`src/rtl/sp_align_ctrl.sv`:
```
// sp_align_ctrl: RX byte aligner and link-state controller.
// Hunts for COMMA in the serial stream, locks, then emits aligned bytes.
module sp_align_ctrl #(
  parameter logic [7:0] COMMA      = 8'hBC,
  parameter int         N_LOCK     = 4,
  parameter int         LOSS_BYTES = 64
) (
  input  logic       clk_32f,
  input  logic       reset,
  input  logic       data_in,
  input  logic       resync,
  output logic [7:0] sp_out,
  output logic       valid_out_sp,
  output logic       byte_strobe,
  output logic       active
);

  localparam int CW = $clog2(N_LOCK + 1);
  localparam int LW = $clog2(LOSS_BYTES + 1);
  localparam logic [CW-1:0] NL = CW'(N_LOCK);
  localparam logic [LW-1:0] NB = LW'(LOSS_BYTES);

  typedef enum logic [1:0] {
    SEARCH = 2'd0,
    ALIGN  = 2'd1,
    ACTIVE = 2'd2
  } state_t;

  state_t          state_q;
  state_t          state_d;
  logic [7:0]      shreg;
  logic [2:0]      bit_cnt;
  logic [2:0]      bit_cnt_d;
  logic [CW-1:0]   comma_cnt;
  logic [CW-1:0]   comma_d;
  logic [LW-1:0]   loss_cnt;
  logic [LW-1:0]   loss_d;
  logic [7:0]      sp_d;
  logic            valid_d;
  logic            strobe_d;
  logic            active_d;

  logic [7:0]      nxt;
  logic            boundary;
  logic            is_comma;
  logic            lock_hit;
  logic            loss_hit;

  assign nxt      = {shreg[6:0], data_in};
  assign boundary = (bit_cnt == 3'd7);
  assign is_comma = (nxt == COMMA);
  assign lock_hit = (comma_cnt + CW'(1)) == NL;
  assign loss_hit = ((loss_cnt + LW'(1)) == NB)
                    && !is_comma;

  // State register
  always_ff @(posedge clk_32f or posedge reset) begin
    if (reset) state_q <= SEARCH;
    else       state_q <= state_d;
  end

  // Next-state: resync wins, else per-state lock/loss decisions
  always_comb begin
    state_d = state_q;
    if (resync) begin
      state_d = SEARCH;
    end else begin
      unique case (state_q)
        SEARCH: begin
          if (is_comma)
            state_d = (N_LOCK == 1) ? ACTIVE : ALIGN;
        end
        ALIGN: begin
          if (boundary) begin
            if (!is_comma)     state_d = SEARCH;
            else if (lock_hit) state_d = ACTIVE;
          end
        end
        ACTIVE: begin
          if (boundary && loss_hit)
            state_d = SEARCH;
        end
        default: state_d = SEARCH;
      endcase
    end
  end

  // Output/datapath next values; active lags the loss exit by one edge
  always_comb begin
    bit_cnt_d = bit_cnt + 3'd1;
    comma_d   = comma_cnt;
    loss_d    = loss_cnt;
    sp_d      = sp_out;
    valid_d   = valid_out_sp;
    strobe_d  = 1'b0;
    active_d  = active;
    if (resync) begin
      comma_d  = '0;
      loss_d   = '0;
      valid_d  = 1'b0;
      active_d = 1'b0;
    end else begin
      unique case (state_q)
        SEARCH: begin
          valid_d  = 1'b0;
          active_d = 1'b0;
          loss_d   = '0;
          comma_d  = '0;
          if (is_comma) begin
            bit_cnt_d = 3'd0;
            comma_d   = CW'(1);
            if (N_LOCK == 1) active_d = 1'b1;
          end
        end
        ALIGN: begin
          valid_d  = 1'b0;
          active_d = 1'b0;
          if (boundary) begin
            if (is_comma) begin
              comma_d = comma_cnt + CW'(1);
              if (lock_hit) begin
                active_d = 1'b1;
                loss_d   = '0;
              end
            end else begin
              comma_d = '0;
            end
          end
        end
        ACTIVE: begin
          if (boundary) begin
            sp_d     = nxt;
            strobe_d = 1'b1;
            valid_d  = !is_comma;
            if (is_comma) loss_d = '0;
            else          loss_d = loss_cnt + LW'(1);
            if (loss_hit) begin
              loss_d  = '0;
              comma_d = '0;
            end
          end
        end
        default: begin
          valid_d  = 1'b0;
          active_d = 1'b0;
        end
      endcase
    end
  end

  // Datapath and output registers; shreg shifts every edge
  always_ff @(posedge clk_32f or posedge reset) begin
    if (reset) begin
      shreg        <= '0;
      bit_cnt      <= '0;
      comma_cnt    <= '0;
      loss_cnt     <= '0;
      sp_out       <= '0;
      valid_out_sp <= 1'b0;
      byte_strobe  <= 1'b0;
      active       <= 1'b0;
    end else begin
      shreg        <= nxt;
      bit_cnt      <= bit_cnt_d;
      comma_cnt    <= comma_d;
      loss_cnt     <= loss_d;
      sp_out       <= sp_d;
      valid_out_sp <= valid_d;
      byte_strobe  <= strobe_d;
      active       <= active_d;
    end
  end

endmodule
```
`config.mk`:
```
export PLATFORM = sky130hd
export DESIGN_NAME = sp_align_ctrl
export DESIGN_NICKNAME = d
export VERILOG_FILES = /design/src/rtl/sp_align_ctrl.sv
export SDC_FILE = /design/constraint.sdc
export NUM_CORES = 1
export LEC_CHECK = 0
export CORE_ASPECT_RATIO = 2
export CORE_MARGIN = 3
export CORE_UTILIZATION = 50
export CTS_CLUSTER_SIZE = 8
export DETAILED_ROUTE_END_ITERATION = 10
export GPL_TIMING_DRIVEN = 0
export PLACE_DENSITY = 0.71
export SLEW_MARGIN = 10
export SYNTH_ARGS = -nofsm -noshare
export SYNTH_HDL_FRONTEND = slang
export SYNTH_SLANG_ARGS = --single-unit
```
`constraint.sdc`:
```
create_clock -name clk_32f -period 2.27 [get_ports clk_32f]
set_input_delay 0.454 -clock clk_32f [delete_from_list [all_inputs] [get_ports clk_32f]]
set_output_delay 0.454 -clock clk_32f [all_outputs]
set_load 0.01 [all_outputs]
```
==> out/metrics.csv <==
metric;value;unit
worst-slew-pin-transition;0.663;ns
synth_enable_flop_cells;0;
via_count_of_the_first_global_routing_pass;1225;
tritoncts_clock_tree;built;
layoutNonFillerInstCount;203;
cts-htree-levels;2;
finalCritPeriodShare;98.0;%
area_growth_from_synthesis_to_final_layout;19.2;%
layout_common_cells;sky130_fd_sc_hd__dfrtp_1 (33), sky130_fd_sc_hd__clkdlybuf4s50_1 (14), sky130_fd_sc_hd__nand2_1 (13);
grt_antenna_before_repair;0;
grt_util_all_layers;18.1;%
outcome;completed;
io_buffer_count;14;
worstSetupStartpointType;input pin;
overflow;0;
initial_utilization;52.4;%
synth_top_flop_cell;sky130_fd_sc_hd__dfrtp_1;
period_needed;2.23;ns
endpoint_kind;flop;
cts.path.max_buffers;2;
core;3160;um2
maxCapViolations;0;
wirelength;3.16;mm
timing.slew.headroom;55.8;%
setup_viol_count_final;0;
worstPathArrival;2.44;ns
post-layout-total-power;1.43;mW
critical-path-max-stage-delay;0.51;ns
synthArstFlopShare;100;%
synth_seq_area_share;49.9;%
critical_path_required;2.49;ns
vdd_drop_max;1.03;mV
cts_made_buffers;5;
ff2ff_setup_slack;0.14;ns
syn_avg_cell_area;11.1;um2
holdCritPathClass;flop to flop;
drt.antenna.violating_nets;0;
slew_violations;0;
setup-tns-final;0;ns
hold_viol;0;
skew;0.00899;ns
rsz0062_at_grt;no;
detail_route.vias_per_cell;6.01;
average_wire_length_per_cell_after_detail_routing;15.6;um
ys_seq_elements;33;
via_count;1220;
clock_sinks;33;
gp_congestion;0.774;
worst_path_max_delay_cell;sky130_fd_sc_hd__clkdlybuf4s50_1;
path_delay_family;simple AND/OR/NAND/NOR gates;
postSynthNetCount;162;
dp_hpwl;2.35;mm
critical_path.n_buffers_inverters;2;
clkTransAtPathRegs;0.06;ns
std_cell_rows;29;
grt_pass1_wl;5.23;mm
detail_route.drc_violations;0;
drt-pass1-iter-count;4;
layout_commonest_cell;sky130_fd_sc_hd__dfrtp_1;
yosys.cell_types.count;46;
largest_net_degree_at_the_start_of_global_routing;34;
layout.cell_area.non_filler;1970;um2
syn_inst;149;
placed_cells;194;
critical_path.cell_chain;clkdlybuf4s50_1 -> and4b_2 -> and2_4 -> buf_6 -> or4_4 -> or3_1 -> nand3_1;
die_y;87.4;um
clock_tree.root_cell;sky130_fd_sc_hd__clkbuf_8;
finalNetCount;184;
i_o_pins;15;
p_leak;0.900;nW
power_density;726;nW/um2
maxClockFrequency;0.449;GHz
number_of_violations_reported_at_the_end_of_detailed_routing_iteration_0;33;
die-width;46.7;um
die_area;4080;um2
final_layout_size_suffix_gt1_share;16.3;%
critical_path.max_fanout;7;
setup.worst_path.class;input pin to flop;
ys_warn_count;0;
dpl-instance-area;1830;um2
antennaDiodeCount;0;
synth.cell_area;1660;um2
insertion_delay;0.29;ns
## flip-flops by register name, indices dropped and copies added, names as in the netlist
| name | flops |
|---|---|
| shreg | 7 |
| sp_out | 8 |
| valid_out_sp | 1 |
| active | 1 |
| state_q | 2 |
| loss_cnt | 7 |
| comma_cnt | 3 |
| bit_cnt | 3 |
| byte_strobe | 1 |
## per-stage QoR
step / util, % / worst slack (ns) / hold WS, ns
final: 62.5 / 0.0446 / 0.399
after floorplan: - / 0.310 / 0.363
after detailed placement: 58.1 / -0.280 / 0.386
after global placement: 58.1 / -0.262 / 0.379
after CTS: 61.8 / 0.00702 / 0.399
after global routing: 62.5 / 0.00692 / 0.421
## logic make-up (layout without fill, tap and decap cells)
group | count (synthesis) | in the layout | share of synthesized area [%]
buf+inv | 10 | 33 | 2.72
simple gates | 55 | 55 | 19.4
xor+xnor | 3 | 3 | 1.59
flops | 33 | 33 | 49.9
fa+ha+maj | 9 | 9 | 6.80
mux | 12 | 12 | 7.94
compound gates | 27 | 27 | 11.7
## synthesized netlist by cell type (2+ instances only)
cell | n | area [um2]
sky130_fd_sc_hd__and2_1 | 2 | 12.5
sky130_fd_sc_hd__nand3_1 | 6 | 30.0
sky130_fd_sc_hd__nor2_1 | 5 | 18.8
sky130_fd_sc_hd__xor2_1 | 2 | 17.5
sky130_fd_sc_hd__o211ai_1 | 2 | 15.0
sky130_fd_sc_hd__nand2_1 | 13 | 48.8
sky130_fd_sc_hd__nand3b_1 | 2 | 15.0
sky130_fd_sc_hd__mux2i_1 | 3 | 30.0
sky130_fd_sc_hd__inv_1 | 5 | 18.8
sky130_fd_sc_hd__o31ai_1 | 2 | 15.0
sky130_fd_sc_hd__a311oi_1 | 2 | 17.5
sky130_fd_sc_hd__nor3b_1 | 2 | 15.0
sky130_fd_sc_hd__o21ai_0 | 4 | 20.0
sky130_fd_sc_hd__nor3_1 | 4 | 20.0
sky130_fd_sc_hd__clkbuf_1 | 4 | 15.0
sky130_fd_sc_hd__a21oi_1 | 4 | 20.0
sky130_fd_sc_hd__o21a_1 | 2 | 15.0
sky130_fd_sc_hd__nor2b_1 | 5 | 31.3
sky130_fd_sc_hd__mux2_2 | 9 | 101
sky130_fd_sc_hd__dfrtp_1 | 33 | 826
sky130_fd_sc_hd__and3_1 | 3 | 18.8
sky130_fd_sc_hd__ha_1 | 9 | 113
sky130_fd_sc_hd__nand2b_1 | 3 | 18.8
## path summary, 6_finish.rpt
check                      cells past startpoint       start          end
min in group asynchronous                      2       reset  byte_strobe
max in group asynchronous                      2       reset    sp_out[2]
hold reg to reg                                0    shreg[1]     shreg[2]
setup / recovery                               7     data_in  loss_cnt[4]
setup reg to reg                               7  state_q[0]  loss_cnt[4]
hold / removal                                 0    shreg[1]     shreg[2]
## area by class of cell
type / count / area [um2]
plain buffers: 5 / 26.3
clock buffers: 7 / 86.3
clock inverters: 1 / 30.0
fillers: 261 / 1180
inverters: 5 / 18.8
multi-input cells: 106 / 800
flip-flops and latches: 33 / 826
well taps: 31 / 38.8
repair buffers: 15 / 148
## metal layers
| metal | vias up | track usage [%] | part of all wire, % |
|---|---|---|---|
| li1 | 579 | - | - |
| met1 | 613 | 17.1 | 37 |
| met2 | 20 | 32.7 | 57 |
| met3 | 8 | 4.35 | 2.8 |
| met4 | 0 | 10.6 | 2.9 |
| met5 | - | 0 | 0 |
## timing repair
item	CTS	global route
hold buffers	0	0
hold endpoints to repair	0	0
endpoints found under the setup margin	0	12
gates resized for setup	0	4
setup buffers	0	1
## report_power, final
group          leakage [nW]  switching (mW)  internal (mW)
registers             0.439          0.0175          0.622
clock network        0.0585           0.212          0.358
logic                 0.403           0.134         0.0885
No activity file was read; power rests on OpenSTA's default activity.
==> patch 1 (same flow settings) <==
Set the parameter `LOSS_BYTES` to 128 (it was 64).
--- a/src/rtl/sp_align_ctrl.sv
+++ b/src/rtl/sp_align_ctrl.sv
@@ -4,5 +4,5 @@
   parameter logic [7:0] COMMA      = 8'hBC,
   parameter int         N_LOCK     = 4,
-  parameter int         LOSS_BYTES = 64
+  parameter int         LOSS_BYTES = 128
 ) (
   input  logic       clk_32f,
Behaviour: same outputs for any inputs over 10 cycles, from zero or initial values and one cycle with reset high; that may be too few to reach the edited logic, so the function may still have changed.
==> patch 1 against the original RTL <==
- final area rose by 6.9%
- setup slack improved by 0.022 ns
- area after synthesis rose by 5.1%
- wire length rose by 9.0%
- sequential cell count rose by 1
- critical path depth rose by 1
- power rose by 0.52%
- non-clock buffer count rose by 1
- global-route usage rose by 0.55 points
- sequential share of layout area fell by 1.4 points
- critical path type unchanged
- largest cell class is now multi-input combinational cells
==> patch 1: results (changes against the original RTL) <==
[placed_design]
dp_slack_ns = -0.569  ; was -0.280 ns
dp_hpwl_mm = 2.48  ; was 2.35 mm
place_congestion = 0.840  ; was 0.774
port_buffers = 13  ; was 14

[drt]
drtIter0Drc = 25  ; was 33
wire_per_inst_um = 16.1  ; was 15.6 um

[global_routing]
grt_pass1_wl_mm = 5.84  ; was 5.23 mm
use_met3_pct = 4.03  ; was 4.35%
grt_pass1_vias = 1337  ; was 1,225
met1_usage_pct = 20.8  ; was 17.1%

[power]
p_comb_mw = 0.121  ; was 0.223 mW
leakage_nw = 0.907  ; was 0.900 nW
clockPowerShare_pct = 46.6  ; was 39.8%
intPower_mw = 1.12  ; was 1.07 mW

[final_layout]
stdcell_count = 214  ; was 203
drive_above_1_share_pct = 19.7  ; was 16.3%
nets = 195  ; was 184
reg_top3 = loss_cnt (8), sp_out (8), shreg (7)  ; was sp_out (8), loss_cnt (7), shreg (7)

[hold_path]
min_to = shreg[3]  ; was shreg[2]

[critical_path]
arrival_ns = 2.38  ; was 2.44 ns
endpoint = comma_cnt[2]  ; was loss_cnt[4]
crit_fanout = 6  ; was 7
r2r_setup_slack_ns = 0.07  ; was 0.14 ns

[timing]
period_minus_slack_ns = 2.20  ; was 2.23 ns

[yosys]
avgSynthCellArea_sq_um = 10.9  ; was 11.1 sq um
synth_nets = 172  ; was 162
synth_cell_types = 43  ; was 46
ys_seq_area_share_pct = 48.9  ; was 49.9%
synth_commonest_cells = dfrtp_1, nand2_1, o21ai_0  ; was dfrtp_1, nand2_1, ha_1, mux2_2, nand3_1

[run_status]
outcome = completed  ; unchanged

-- patch 1: cell types whose count changed after synthesis, moves of 4 or more --
cell / unedited run / this run
nand3b_1: 2 / 6
nor2b_1: 5 / 1
o21ai_0: 4 / 10
and2_1: 2 / 6
-- patch 1: metrics by stage --
step | hold slack (ns) | setup TNS [ns] | power, mW | utilization, % | area [sq um]
2_1_floorplan | 0.370 | 0 | 0.745 | - | 1740
3_3_place_gp | 0.379 | -4.27 | 0.774 | 58.4 | 1910
3_5_place_dp | 0.395 | -4.39 | 0.778 | 58.4 | 1910
4_1_cts | 0.412 | 0 | 1.46 | 63.9 | 2090
5_1_grt | 0.421 | -0.000104 | 1.51 | 64.6 | 2110
6_report | 0.410 | 0 | 1.44 | 64.6 | 2110
-- patch 1: logic make-up (layout without fill, tap and decap cells) --
group	Yosys count	after routing	share of synthesized area, %
flops	34	34	48.9
xor+xnor	2	2	1.01
simple gates	57	57	19.6
compound gates	36	36	15.9
mux	8	8	5.18
fa+ha+maj	9	9	6.47
buf+inv	13	37	2.95
-- patch 1: routing by layer --
metal	share of wire [%]	vias to the layer above
li1	-	626
met1	39	624
met2	55	25
met3	2.5	11
met4	3.4	0
met5	0	-
-- patch 1: layout make-up --
class	count	area [sq um]
multi-input cells	112	870
clock buffers	5	68.8
flip-flops and latches	34	853
clock inverters	3	68.8
inverters	8	30.0
plain buffers	4	20.0
repair buffers	17	160
well taps	31	38.8
fillers	266	1160
-- patch 1: timing repair --
action                                  in CTS  in global routing
endpoints found under the setup margin      10                 10
resized for setup                            4                  5
gates cloned                                 0                  0
setup buffers                                3                  1
pin swaps                                    2                  1
-- patch 1: worst max-delay path, delay by kind of cell --
family / cells / cell delay (ns)
buffers and inverters: 2 / 0.63
and+or+nand+nor: 3 / 0.61
AOI/OAI and AO/OA: 3 / 0.68
==> patch 2 (config.mk and constraints unchanged) <==
Without the edit above. Encoding of `state_t`: now one-hot (3 bits for 3 states).
--- a/src/rtl/sp_align_ctrl.sv
+++ b/src/rtl/sp_align_ctrl.sv
@@ -21,8 +21,8 @@
   localparam logic [LW-1:0] NB = LW'(LOSS_BYTES);
 
-  typedef enum logic [1:0] {
-    SEARCH = 2'd0,
-    ALIGN  = 2'd1,
-    ACTIVE = 2'd2
+  typedef enum logic [2:0] {
+    SEARCH = 3'b001,
+    ALIGN  = 3'b010,
+    ACTIVE = 3'b100
   } state_t;
 
Formal check against the unedited RTL: no difference found for any inputs over 10 cycles, from zero or initial values and one cycle with reset high; not proved beyond that.
==> patch 2 against the original RTL <==
- final cell count is 4.4% higher
- sequential share of layout area is 1.0 points lower
- fmax is 3.2% higher
- die area is 3.7% higher
- final area is 5.7% higher
- setup slack better by 0.069 ns
- combinational power is 2% higher
- wire length is 5.7% higher
- area after synthesis is 4.2% higher
- core utilization is 2.1 points higher
- sequential cell count is 1 higher
- power is 13% higher
- non-clock buffer count stayed put
- critical path type unchanged
- critical endpoint is now state_q[2]
- largest cell class unchanged
==> patch 2: results (changes against the original RTL) <==
[yosys]
synthTopCellsByArea = dfrtp_1, mux2_2, nand2_1  ; was dfrtp_1, ha_1, mux2_2
synth_cell_types = 47  ; was 46
synth_commonest_cells = dfrtp_1, nand2_1, mux2_2  ; was dfrtp_1, nand2_1, ha_1, mux2_2, nand3_1
synth_xor_area_share_pct = 1.02  ; was 1.59%
synth_compound_area_share_pct = 10.9  ; was 11.7%
avgSynthCellArea_sq_um = 10.9  ; was 11.1 sq um
synthMuxAreaShare_pct = 9.14  ; was 7.94%
synth_nets = 168  ; was 162
ys_seq_area_share_pct = 49.4  ; was 49.9%

[placed_design]
dp_slack_ns = -0.190  ; was -0.280 ns
post_dp_cell_area_sq_um = 1900  ; was 1830 sq um
place_congestion = 0.856  ; was 0.774
dp_hpwl_mm = 2.42  ; was 2.35 mm
dpl.cell_count = 203  ; was 194

[drt]
met2_length_mm = 1.87  ; was 1.81 mm
drtIter0Drc = 19  ; was 33
drt-vias-per-instance = 5.99  ; was 6.01
wire_per_inst_um = 15.8  ; was 15.6 um
wl_met1_mm = 1.29  ; was 1.18 mm
met3WireLength_um = 103  ; was 87 um

[final_layout]
drive_above_1_share_pct = 24.3  ; was 16.3%
reg_top3 = sp_out (8), loss_cnt (7), shreg (7)  ; unchanged
stdcell_count = 212  ; was 203
nets = 190  ; was 184

[power]
powerSeq_mw = 0.701  ; was 0.640 mW
p_comb_mw = 0.227  ; was 0.223 mW
leakage_nw = 0.959  ; was 0.900 nW
p_per_area_nw_per_um2 = 773  ; was 726 nW/um^2
ir_drop_uv = 744  ; was 1030 uV

[hold_path]
min_to = shreg[3]  ; was shreg[2]
holdCritStartpoint = shreg[2]  ; was shreg[1]

[critical_path]
crit_fanout = 5  ; was 7
rr_worst_depth = 6  ; was 7
arrival_ns = 2.33  ; was 2.44 ns
max_stage_delay_ns = 0.48  ; was 0.51 ns
reg2reg_to = state_q[2]  ; was loss_cnt[4]
r2r_start = loss_cnt[0]  ; was state_q[0]
crit_path_end_kind = register  ; unchanged

[global_routing]
grt_pass1_wl_mm = 5.93  ; was 5.23 mm
grt.met2_usage_pct = 32.4  ; was 32.7%
met1_usage_pct = 22.0  ; was 17.1%
track_usage_pct = 19.7  ; was 18.1%
use_met3_pct = 5.44  ; was 4.35%
grt_pass1_vias = 1346  ; was 1,225
grt.busiest_layer = met2  ; unchanged
grt_max_degree = 35  ; was 34

[timing]
max_freq_ghz = 0.464  ; was 0.449 GHz
tightestPinTransition_ns = 0.689  ; was 0.663 ns
skew_ns = 0.00536  ; was 0.00899 ns

[clock_network]
cts_setup_buffers = 0  ; unchanged
cts.repair.resized = 1  ; was 0

[run_status]
outcome = completed  ; unchanged

## patch 2: changes by cell type in the layout (fill, tap and decap cells not counted), moves of 3 or more
cell	delta
nor2b_1	-3
and2_1	+3
clkbuf_1	-4
ha_1	-3
o21ai_0	+3
buf_4	+3
nand2_1	+7
## patch 2: worst register-to-register path, delay by kind of cell, from the launching register on
kind | cells | cell delay [ns]
and+or+nand+nor | 3 | 0.61
muxes | 1 | 0.38
adders and majority gates | 1 | 0.30
DFF | 1 | 0.44
AOI/OAI and AO/OA | 1 | 0.30
## patch 2: kinds of logic after synthesis
group | count (synthesis)
AND/OR/NAND/NOR | 64
AO/OA/AOI/OAI | 27
XOR/XNOR | 2
flip-flops | 34
multiplexers | 14
adder cells (fa/ha/maj) | 6
buffers and inverters | 11
## patch 2: layout make-up
class	count	area, sq um
Clock buffer	6	82.6
Buffer	5	37.5
Multi-Input combinational cell	113	845
Timing Repair Buffer	15	148
Sequential cell	34	852
Clock inverter	2	60.1
Inverter	6	22.5
Tap cell	31	38.8
Fill cell	254	1140
